### config.mk
export PLATFORM = sky130hd
export DESIGN_NAME = fetch_32i
export DESIGN_NICKNAME = d
export VERILOG_FILES = /design/src/rtl/fetch_32i.sv
export SDC_FILE = /design/constraint.sdc
export NUM_CORES = 1
export LEC_CHECK = 0
export ABC_CLOCK_PERIOD_IN_PS = 2600
export BUFFER_PORTS_ARGS = -buffer_cell sky130_fd_sc_hd__buf_2
export CORE_ASPECT_RATIO = 1.2
export CORE_UTILIZATION = 35
export DETAILED_ROUTE_END_ITERATION = 8
export PLACE_DENSITY = 0.6
export SETUP_SLACK_MARGIN = 0.3
export SLEW_MARGIN = 20
export SYNTH_ARGS = -nofsm -noshare
export SYNTH_HDL_FRONTEND = slang
export SYNTH_SLANG_ARGS = --single-unit
### constraint.sdc
create_clock -name clk_in -period 2.6 [get_ports clk_in]
set_clock_uncertainty 0.05 [all_clocks]
set_input_delay 0.52 -clock clk_in [delete_from_list [all_inputs] [get_ports clk_in]]
set_output_delay 0.52 -clock clk_in [all_outputs]
set_load 0.005 [all_outputs]
### src/rtl/fetch_32i.sv
// -----------------------------------------------------------------------------
// fetch_32i - instruction fetch unit feeding decode_32i.
//
// Issues word-aligned reads to instruction memory over a req/ack handshake with
// at most one request in flight. It buffers returned words with their PC in a
// small FIFO and presents the FIFO head to the decoder on a valid/ready
// handshake. A redirect flushes the FIFO and restarts fetch at a new PC. A bus
// error halts fetching until the next redirect.
//
// Ports:
//   clk_in            core clock, rising edge
//   reset_in          asynchronous active-low reset
//   redirect_in       one-cycle branch/exception redirect strobe
//   redirect_pc_in    new fetch address (low two bits ignored)
//   mem_req_out       instruction memory read request
//   mem_addr_out      fetch address (word aligned)
//   mem_ack_in        read complete, data/err valid this cycle
//   mem_data_in       instruction word
//   mem_err_in        bus error on this read (qualified by ack)
//   inst_out          FIFO head instruction (0 when empty or faulted)
//   inst_pc_out       PC of the head instruction (0 when empty)
//   inst_valid_out    FIFO head valid
//   inst_ready_in     decoder accepts the head this cycle
//   flag_bus_err_out  head entry faulted
// -----------------------------------------------------------------------------
module fetch_32i #(
    parameter logic [31:0] RESET_PC = 32'h0000_0100,
    parameter int          DEPTH    = 2
) (
    input  logic        clk_in,
    input  logic        reset_in,
    input  logic        redirect_in,
    input  logic [31:0] redirect_pc_in,
    output logic        mem_req_out,
    output logic [31:0] mem_addr_out,
    input  logic        mem_ack_in,
    input  logic [31:0] mem_data_in,
    input  logic        mem_err_in,
    output logic [31:0] inst_out,
    output logic [31:0] inst_pc_out,
    output logic        inst_valid_out,
    input  logic        inst_ready_in,
    output logic        flag_bus_err_out
);

    localparam int AW = (DEPTH > 1) ? $clog2(DEPTH) : 1;
    localparam int CW = AW + 1;

    typedef enum logic [1:0] {
        ST_IDLE  = 2'd0,
        ST_REQ   = 2'd1,
        ST_DRAIN = 2'd2,
        ST_HALT  = 2'd3
    } state_t;

    state_t          state_q;
    logic [31:0]     fetch_pc_q;
    logic [31:0]     addr_q;
    logic            req_q;

    logic [31:0]     fifo_data_q [DEPTH];
    logic [31:0]     fifo_pc_q   [DEPTH];
    logic [DEPTH-1:0] fifo_err_q;
    logic [AW-1:0]   wr_ptr_q;
    logic [AW-1:0]   rd_ptr_q;
    logic [CW-1:0]   count_q;
    logic [CW-1:0]   count_d;

    logic [31:0]     redirect_pc_s;
    logic [31:0]     pc_inc_s;
    logic            valid_s;
    logic            push_s;
    logic            pop_s;
    logic            has_free_s;
    logic            free_after_s;

    assign redirect_pc_s = redirect_pc_in & 32'hFFFF_FFFC;
    // Natural 32-bit overflow gives the 0xFFFFFFFC -> 0 wrap.
    assign pc_inc_s      = fetch_pc_q + 32'd4;
    assign valid_s       = (count_q != {CW{1'b0}});
    // A redirect discards any same-cycle push or pop.
    assign push_s        = (state_q == ST_REQ) & mem_ack_in & ~redirect_in;
    assign pop_s         = valid_s & inst_ready_in & ~redirect_in;
    assign has_free_s    = (count_q < CW'(DEPTH));
    assign free_after_s  = (count_d < CW'(DEPTH));

    // FIFO occupancy after this cycle's push, pop or flush.
    always_comb begin
        count_d = count_q;
        if (redirect_in) begin
            count_d = {CW{1'b0}};
        end else if (push_s && !pop_s) begin
            count_d = count_q + CW'(1);
        end else if (!push_s && pop_s) begin
            count_d = count_q - CW'(1);
        end else begin
            count_d = count_q;
        end
    end

    // FIFO pointers and occupancy.
    always_ff @(posedge clk_in or negedge reset_in) begin
        if (!reset_in) begin
            wr_ptr_q <= {AW{1'b0}};
            rd_ptr_q <= {AW{1'b0}};
            count_q  <= {CW{1'b0}};
        end else begin
            count_q <= count_d;
            if (redirect_in) begin
                wr_ptr_q <= {AW{1'b0}};
                rd_ptr_q <= {AW{1'b0}};
            end else begin
                if (push_s) begin
                    wr_ptr_q <= wr_ptr_q + AW'(1);
                end
                if (pop_s) begin
                    rd_ptr_q <= rd_ptr_q + AW'(1);
                end
            end
        end
    end

    // FIFO storage; a faulted read stores a zero instruction word.
    always_ff @(posedge clk_in or negedge reset_in) begin
        if (!reset_in) begin
            for (int i = 0; i < DEPTH; i++) begin
                fifo_data_q[i] <= 32'h0000_0000;
                fifo_pc_q[i]   <= 32'h0000_0000;
            end
            fifo_err_q <= {DEPTH{1'b0}};
        end else if (push_s) begin
            fifo_data_q[wr_ptr_q] <= mem_err_in ? 32'h0000_0000 : mem_data_in;
            fifo_pc_q[wr_ptr_q]   <= fetch_pc_q;
            fifo_err_q[wr_ptr_q]  <= mem_err_in;
        end
    end

    // Fetch sequencer: control state, fetch PC and the registered bus request.
    always_ff @(posedge clk_in or negedge reset_in) begin
        if (!reset_in) begin
            state_q    <= ST_IDLE;
            fetch_pc_q <= RESET_PC;
            req_q      <= 1'b0;
            addr_q     <= RESET_PC;
        end else begin
            case (state_q)
                ST_IDLE: begin
                    if (redirect_in) begin
                        fetch_pc_q <= redirect_pc_s;
                        addr_q     <= redirect_pc_s;
                        req_q      <= 1'b1;
                        state_q    <= ST_REQ;
                    end else if (has_free_s) begin
                        addr_q  <= fetch_pc_q;
                        req_q   <= 1'b1;
                        state_q <= ST_REQ;
                    end else begin
                        req_q   <= 1'b0;
                        state_q <= ST_IDLE;
                    end
                end
                ST_REQ: begin
                    if (mem_ack_in) begin
                        if (redirect_in) begin
                            fetch_pc_q <= redirect_pc_s;
                            addr_q     <= redirect_pc_s;
                            req_q      <= 1'b1;
                            state_q    <= ST_REQ;
                        end else if (mem_err_in) begin
                            fetch_pc_q <= pc_inc_s;
                            req_q      <= 1'b0;
                            state_q    <= ST_HALT;
                        end else if (free_after_s) begin
                            fetch_pc_q <= pc_inc_s;
                            addr_q     <= pc_inc_s;
                            req_q      <= 1'b1;
                            state_q    <= ST_REQ;
                        end else begin
                            fetch_pc_q <= pc_inc_s;
                            req_q      <= 1'b0;
                            state_q    <= ST_IDLE;
                        end
                    end else if (redirect_in) begin
                        // The bus transaction must complete; its data is dropped in DRAIN.
                        fetch_pc_q <= redirect_pc_s;
                        state_q    <= ST_DRAIN;
                    end else begin
                        state_q <= ST_REQ;
                    end
                end
                ST_DRAIN: begin
                    if (mem_ack_in) begin
                        fetch_pc_q <= redirect_in ? redirect_pc_s : fetch_pc_q;
                        addr_q     <= redirect_in ? redirect_pc_s : fetch_pc_q;
                        req_q      <= 1'b1;
                        state_q    <= ST_REQ;
                    end else if (redirect_in) begin
                        fetch_pc_q <= redirect_pc_s;
                        state_q    <= ST_DRAIN;
                    end else begin
                        state_q <= ST_DRAIN;
                    end
                end
                ST_HALT: begin
                    if (redirect_in) begin
                        fetch_pc_q <= redirect_pc_s;
                        addr_q     <= redirect_pc_s;
                        req_q      <= 1'b1;
                        state_q    <= ST_REQ;
                    end else begin
                        req_q   <= 1'b0;
                        state_q <= ST_HALT;
                    end
                end
                default: begin
                    req_q   <= 1'b0;
                    state_q <= ST_IDLE;
                end
            endcase
        end
    end

    assign mem_req_out      = req_q;
    assign mem_addr_out     = addr_q;
    assign inst_valid_out   = valid_s;
    assign inst_out         = valid_s ? fifo_data_q[rd_ptr_q] : 32'h0000_0000;
    assign inst_pc_out      = valid_s ? fifo_pc_q[rd_ptr_q]   : 32'h0000_0000;
    assign flag_bus_err_out = valid_s ? fifo_err_q[rd_ptr_q]  : 1'b0;

endmodule
==> results of run 1 <==
-- registers in the layout (all words and copies together) (netlist names) --
register and cells:
fifo_err_q 2, mem_addr_out 32, wr_ptr_q 1, fifo_pc_q 64, mem_req_out 1, rd_ptr_q 1, count_q 2, state_q 2
fetch_pc_q 32, fifo_data_q 64
-- routing by layer --
layer	vias up	part of all wire	GRT usage
li1	4056	-	-
met1	4156	0.45	0.251
met2	254	0.47	0.305
met3	53	0.054	0.0350
met4	2	0.023	0.0590
met5	-	0.00030	0
-- layout make-up --
type	count	area (um^2)
Antenna cell	2	5.00
Clock buffer	28	614
Clock inverter	13	126
Fill cell	2842	16500
Inverter	8	30.0
Timing Repair Buffer	232	1690
Tap cell	390	488
Sequential cell	201	5040
Multi-Input combinational cell	775	5120
-- layout by cell type (no fill, tap or decap), types with 8 or more instances in the layout --
master	synthesis	final
o21ai_0	117	117
nand2b_1	35	35
buf_12	0	14
xnor2_1	27	27
a21oi_1	14	14
mux2i_1	85	83
mux2_2	70	70
nand3_1	18	17
nor2_1	104	98
and3_1	10	10
clkbuf_16	0	28
nor2b_1	12	11
nand4_1	12	12
dfrtp_1	199	194
o22ai_1	8	8
buf_2	35	165
buf_4	4	40
nand2_1	145	145
xor2_1	13	13
-- worst min path at each step --
stage	from	slack (ns)	cells past startpoint	end
floorplan	reset_in	0.17	0	count_q[0]$_DFFE_PN0P_
global placement	fifo_data_q[37]$_DFFE_PN0P_	0.41	2	fifo_data_q[37]$_DFFE_PN0P_
detailed placement	mem_addr_out[9]$_DFFE_PN0P_	0.42	2	mem_addr_out[9]$_DFFE_PN0P_
CTS	redirect_pc_in[6]	0.16	3	fetch_pc_q[6]$_DFF_PN0_
global route	redirect_pc_in[6]	0.17	3	fetch_pc_q[6]$_DFF_PN0_
finish	redirect_pc_in[6]	0.18	3	fetch_pc_q[6]$_DFF_PN0_
-- worst max-delay path: cells and delay by family, from the launching register on --
kind,cells,cell delay [ns]
buffers and inverters,3,0.44
DFF,1,0.53
muxes,1,0.11
and+or+nand+nor,1,0.15
-- power by group through the flow --
stage	combinational [mW]	clock (mW)	sequential, mW
final	6.07	3.21	5.09
after global routing	6.68	3.43	5.25
after CTS	5.57	3.31	5.09
after detailed placement	5.13	0	5.15
after global placement	5.05	0	5.10
after floorplan	3.44	0	4.90
-- logic make-up (layout without fill, tap and decap cells) --
logic type	count (synthesis)	in the layout
AO/OA/AOI/OAI	199	199
XOR/XNOR	40	40
adder cells (fa/ha/maj)	2	2
buffers and inverters	101	281
flip-flops	201	201
multiplexers	156	156
other	0	2
AND/OR/NAND/NOR	378	378
-- timing repair --
item,4_1_cts,5_1_grt
cloned,3,7
resized for setup,14,20
pin swaps,2,3
endpoints found under the hold margin,56,0
hold buffers,1,0
setup endpoints to repair,72,74
setup buffers,5,6
-- stage by stage --
stage               setup WS, ns  std cells
detailed placement         0.143       1584
global placement           0.201       1584
finish                     0.271       1649
CTS                        0.252       1634
global route               0.197       1647
floorplan                  0.454       1077
==> results summary, run 1 <==
The run finished with clean final reports. The reg-to-reg setup timing slack is 0.35 ns. Counting instances in the post-synthesis netlist gives the leading cell types as dfrtp_1 (199), nand2_1 (145), o21ai_0 (117). The share of total power dissipated in the clock network is 0.223.

The global placer's final weighted congestion came out at 0.832. The highest fanout seen on the critical path is 8. After the first detailed-routing iteration, the DRC count stood at 630. By area the synthesized netlist is led by dfrtp_1 (47%), mux2i_1 (8.1%), mux2_2 (7.5%), o21ai_0 (5.6%), nand2_1 (5.2%). The first global-routing pass estimated 45.3 mm of wire. The XOR/XNOR share of the synthesized area came out at 0.0333. The floorplan step defined a core boundary enclosing 29600 um^2. The sequential group share of total power came out at 0.354. Compared with the post-synthesis result, the final layout area differs by 24.7%.

The number of hold violations in the final report is 0. The core occupancy in the finished layout came out at 0.443. The critical path ends at inst_pc_out[27].

The number of iterations in the first detailed-routing pass came out at 5. The achievable frequency is 429 MHz. The power dissipated by switching net loads came out at 5.19 mW. The worst-case reg-to-reg path depth came out at 7. The post-synth net total is 1149. Entering global routing, the biggest net connects 84 pins. The instance count of the mapped netlist came out at 1077. The global routing usage summed across all routing layers is 0.187.

TritonCTS built the clock tree. The top-area cell type share of the netlist area came out at 0.473. The I/O pin count came out at 169. Across all layers, the routed design uses 8521 vias. The mean cell area of the mapped netlist is 9.77 um^2. The die height is 192 um. The latest clock arrival within the worst-skew pair came out at 0.52 ns. The final max-slew violation count came out at 0. Among all flip-flop cells after synthesis, the most frequent one is dfrtp_1. The final routed wire length divided by cell count came out at 18.5 um.

The worst ir drop on vdd is 0.474 mV. The combinational family with the most area after synthesis is simple AND/OR/NAND/NOR gates. The deepest clock path buffer count came out at 3.

The initial antenna violation count is 3. The number of nets at the end of the flow came out at 1313. The share of cells above drive strength 1 is 0.305. For this design the static power due to leakage is 5.93 nW.

For this run the aggregate overflow at the end of global routing stands at 0. In this run the worst hold path is classified as input port to register. The count of distinct cell types in the synthesized netlist came out at 67. The design internal power came out at 9.18 mW.

The flip-flop and latch count after synthesis came out at 201. The final instance area came out at 13100 um^2. The cell area reported after detailed placement is 11900 um^2. The H-tree level count came out at 1. In this run the tightest slew margin relative to its limit is 0.616. The number of clock buffers inserted by TritonCTS is 23.

The power per standard cell area is 1100 nW/um^2. Once detail routing completed, the nets flagged for antenna violations numbered 0. The end of the worst register-to-register path is mem_addr_out[29]$_DFFE_PN0P_. Setup repair after global routing could not meet its margin everywhere. The number of flops mapped to enable cells by yosys came out at 0. The largest total area in the synthesized netlist belongs to dfrtp_1. STA classifies the critical path endpoint as an output port. Data on the critical path arrives at its endpoint at 1.76 ns. The synthesis warning total came out at 0. Counting stages on the worst path, the most repeated cell is buf_12. STA puts the critical path data required time at 2.03 ns.

The number of cell rows is 69. The critical path starts at rd_ptr_q$_DFFE_PN0P_. The time the worst path needs with I/O delays and setup came out at 2.33 ns.

The via-per-instance ratio is 5.17. The adder and majority cell fraction of the synthesized area is 0.00238. The floorplan step defined a die boundary enclosing 30800 um^2. The proportion of power drawn by combinational gates is 0.422. The post-synthesis compound-gate area fraction is 0.114. Clock tree synthesis selected as its root buffer the cell clkbuf_16.

The final setup TNS came out at 0 ns. The fraction of power spent switching nets is 0.361. Setup violations remaining at the end of the flow were counted as 0.

Across all hold checks on the routed design, the worst slack comes to 0.179 ns. The total power draw came out at 14.4 mW. Among all stages on the critical path, the largest delay is contributed by dfrtp_4. After synthesis, the share of flip-flops with an asynchronous set or reset is 1.00. In this run the critical register-to-register path is launched from fetch_pc_q[7]$_DFF_PN0_. The number of sinks handled by clock tree synthesis is 201. For this run, the register share of the synthesized area comes to 0.478. The total of max-cap violations is 0. The worst setup path is of the register to output port kind. The HPWL after detailed placement is 19.1 mm.

The actual transition at the worst max-transition pin came out at 0.576 ns. The via count of the first global-routing pass is 8032. Among all cell types in the netlist, the one instantiated most often is dfrtp_1. The number of DRC violations after detailed routing is 0. STA classifies the critical path startpoint as a register. In the finished design, the share of the clock period the worst path needs comes to 0.896.

The share of cell area taken by muxes after synthesis is 0.157. The starting density of the core came out at 0.355. The count of input and output buffers came out at 166. The largest single stage delay on the critical path is 0.53 ns. The final layout contains routed wiring with a total length of 30.5 mm. The signal on the critical path passes through buf_12, buf_12, mux2i_1, nor2_1, buf_2.

The floorplan die width came out at 160 um. The post-synthesis cell area came out at 10500 um^2. Of the total synthesized cell area, the portion taken by AND, OR, NAND and NOR gates is 0.173. Clock-pin slew was measured on the worst setup and hold paths at 0.06 ns.
Note: power is estimated with default switching activity, not from simulation.
==> run 2, diff against run 1 <==
--- a/config.mk
+++ b/config.mk
@@ -11,6 +11,7 @@
 export CORE_UTILIZATION = 35
 export DETAILED_ROUTE_END_ITERATION = 8
 export PLACE_DENSITY = 0.6
+export RECOVER_POWER = 50
 export SETUP_SLACK_MARGIN = 0.3
 export SLEW_MARGIN = 20
 export SYNTH_ARGS = -nofsm -noshare
==> run 2 against run 1 <==
First-iteration DRC count shrank 10%. Clock-buffer cell count unchanged. Hold slack better by 0.00071 ns. Sequential share of layout area up 0.20 points. Utilization fell by 0.24 points. Via count down 0.16%. Critical path type unchanged. Clock power hardly changed. Flip-flop and latch count did not move. Sequential power about the same. Combinational power decreased by 1%. Register-to-register slack worse by 0.08 ns. Power shrank 0.45%.
==> results summary, run 2 (synthesis gave the netlist of run 1 again) <==
The global routing usage summed across all routing layers is 0.187. The clock slew at the register clock pins of the worst setup and hold paths came out at 0.06 ns. Leaving out fill and tap cells, the most frequent cells in the layout are dfrtp_1 (195), buf_2 (146), nand2_1 (145). Along the worst path, the maximum fanout reaches 17. In the finished design, the share of the clock period the worst path needs comes to 0.928. The power per standard cell area is 1100 nW/um^2.

The leakage dissipation came out at 5.85 nW. The number of clock buffers inserted by TritonCTS is 23. The worst hold slack came out at 0.180 ns. Port buffering added 166 buffers. The post-detailed-routing wire length came out at 30.4 mm. The first-iteration detailed-routing DRC count came out at 567. Summing internal, switching and leakage power gives 14.3 mW. The via-per-instance ratio came out at 5.16. The H-tree level count came out at 1. The initial antenna violation count came out at 3. Max-cap violations in this run came to 0. The cell sitting at the root of the clock tree is a clkbuf_16.

The final setup TNS came out at 0 ns. The largest net degree at the start of global routing came out at 84. The wire length of the first global-routing pass came out at 45.3 mm. The clock passes through at most 3 buffers.

The filler-free cell count of the finished design came out at 1649. Setup repair after global routing could not meet its margin everywhere. The critical path data required time came out at 2.03 ns. Among cell families on the critical path, the largest total delay comes from buffers and inverters. For this run, the slowest stage of the critical path takes 0.37 ns. The relative max-transition margin came out at 0.226. The die covers 30800 um^2. The count of endpoints failing setup in the final report came out at 0. The flow ran to the end, and the final reports show no timing, DRC or antenna violations. The starting density of the core is 0.355. The area growth from synthesis to layout is 24.0%. The worst setup path is of the register to output port kind. The leftover overflow at the end of global routing is 0. 169 I/O pins were placed.

The routed layout has 8507 vias. The signal on the critical path passes through inv_2, ha_1, buf_4, buf_12, nor2_1, buf_2. The number of nets at the end of the flow is 1313. The via count of the first global-routing pass came out at 8032. The actual transition at the worst max-transition pin came out at 1.16 ns. The latest clock arrival within the worst-skew pair is 0.52 ns. Before antenna repair, the detailed router went through 5 iterations. The arrival time of the worst setup path is 1.84 ns.

The worst ir drop on vdd came out at 0.464 mV. The kind of end point of the critical path is an output port. The number of nets still failing antenna checks after routing is 0. In this run, placement finished with an instance count of 1584. The number of inserted filler cells in the final layout is 2859. In the final layout, the share of cells above drive strength 1 is 0.283. Leaving out fill and tap cells, the most frequent cell in the layout is dfrtp_1. The slowest stage of the critical path belongs to the cell dfrtp_2.

In this run the worst hold path is classified as input port to register. The largest registers in the layout are fifo_data_q x64, fifo_pc_q x64. In the final routed layout, each cell accounts on average for 18.5 um. The time the worst path needs with I/O delays and setup came out at 2.41 ns. TritonCTS built the clock tree. The global placer's final weighted congestion came out at 0.832. The critical path launch point type is a register. Timing analysis after detailed placement gives a worst setup slack of 0.143 ns.

The number of hold violations in the final report came out at 0. The die height came out at 192 um. Based on the critical path, the design can be clocked at up to 415 MHz. The number of cell rows came out at 69. The worst-case setup margin in the final layout is 0.188 ns. The standard cell core area is 29600 um^2. The HPWL after detailed placement came out at 19.1 mm. In this run the horizontal extent of the chip is 160 um. For this run, design rule violations remaining after detail routing come to 0.

The final max-slew violation count is 0. The buffering stage count on the worst path with inverters included came out at 4. The number of sinks handled by clock tree synthesis came out at 201.
run 2: cell count changes in the layout (fill, tap and decap cells not counted), sizes merged:
cell | previous run | this run
buf | 225 | 202
clkbuf | 34 | 57
run 2: per-layer routing:
layer  vias up  global-route usage  share of wire
met2       251               0.305           0.48
met1      4144               0.251           0.44
met5         -                   0        0.00030
li1       4060                   -              -
met4         2              0.0590          0.021
met3        50              0.0350          0.057
run 2: area by class of cell:
cell class / count / area (um^2) / area share
Multi-Input combinational cell: 775 / 5100 / 0.391
Tap cell: 390 / 488 / 0.0374
Inverter: 8 / 30.0 / 0.00230
Clock buffer: 28 / 614 / 0.0471
Sequential cell: 201 / 5040 / 0.386
Clock inverter: 13 / 126 / 0.00969
Timing Repair Buffer: 232 / 1640 / 0.126
Antenna cell: 2 / 5.00 / 0.000384
run 2: stage by stage:
step | cell area (um^2) | utilization
after floorplan | 10500 | -
after global placement | 11900 | 0.402
after detailed placement | 11900 | 0.402
after CTS | 12900 | 0.434
after global routing | 13000 | 0.440
final | 13000 | 0.441
run 2: final timing paths:
kind | slack (ns) | cells past startpoint | from | to
setup / recovery | 0.19 | 6 | count_q[1]$_DFF_PN0_ | inst_pc_out[12]
hold / removal | 0.18 | 3 | redirect_pc_in[6] | fetch_pc_q[6]$_DFF_PN0_
setup reg to reg | 0.27 | 8 | count_q[1]$_DFF_PN0_ | mem_addr_out[30]$_DFFE_PN0P_
hold reg to reg | 0.43 | 2 | fifo_data_q[9]$_DFFE_PN0P_ | fifo_data_q[9]$_DFFE_PN0P_
max in group asynchronous | 0.41 | 3 | reset_in | fifo_data_q[12]$_DFFE_PN0P_
min in group asynchronous | 0.53 | 2 | reset_in | fifo_pc_q[54]$_DFFE_PN0P_
run 2: where the power goes:
part,internal [mW],switching [mW],leakage (nW)
Combinational,2.89,3.11,2.95
Sequential,4.35,0.745,2.53
Clock,1.88,1.33,0.362
run 2: worst reg2reg max path: cells and delay by family, from the launching register on:
| kind | cells | cell delay [ns] |
|---|---|---|
| AOI/OAI and AO/OA | 2 | 0.44 |
| adders and majority gates | 1 | 0.25 |
| buffers and inverters | 3 | 0.43 |
| DFF | 1 | 0.37 |
| muxes | 1 | 0.35 |
| and+or+nand+nor | 1 | 0.32 |
run 2: timing repair:
item / 4_1_cts / 5_1_grt
pin swaps: 2 / 3
hold buffers: 1 / 0
setup endpoints to repair: 72 / 74
resized for setup: 14 / 20
endpoints found under the hold margin: 56 / 0
cloned: 3 / 7
buffers inserted: 5 / 6
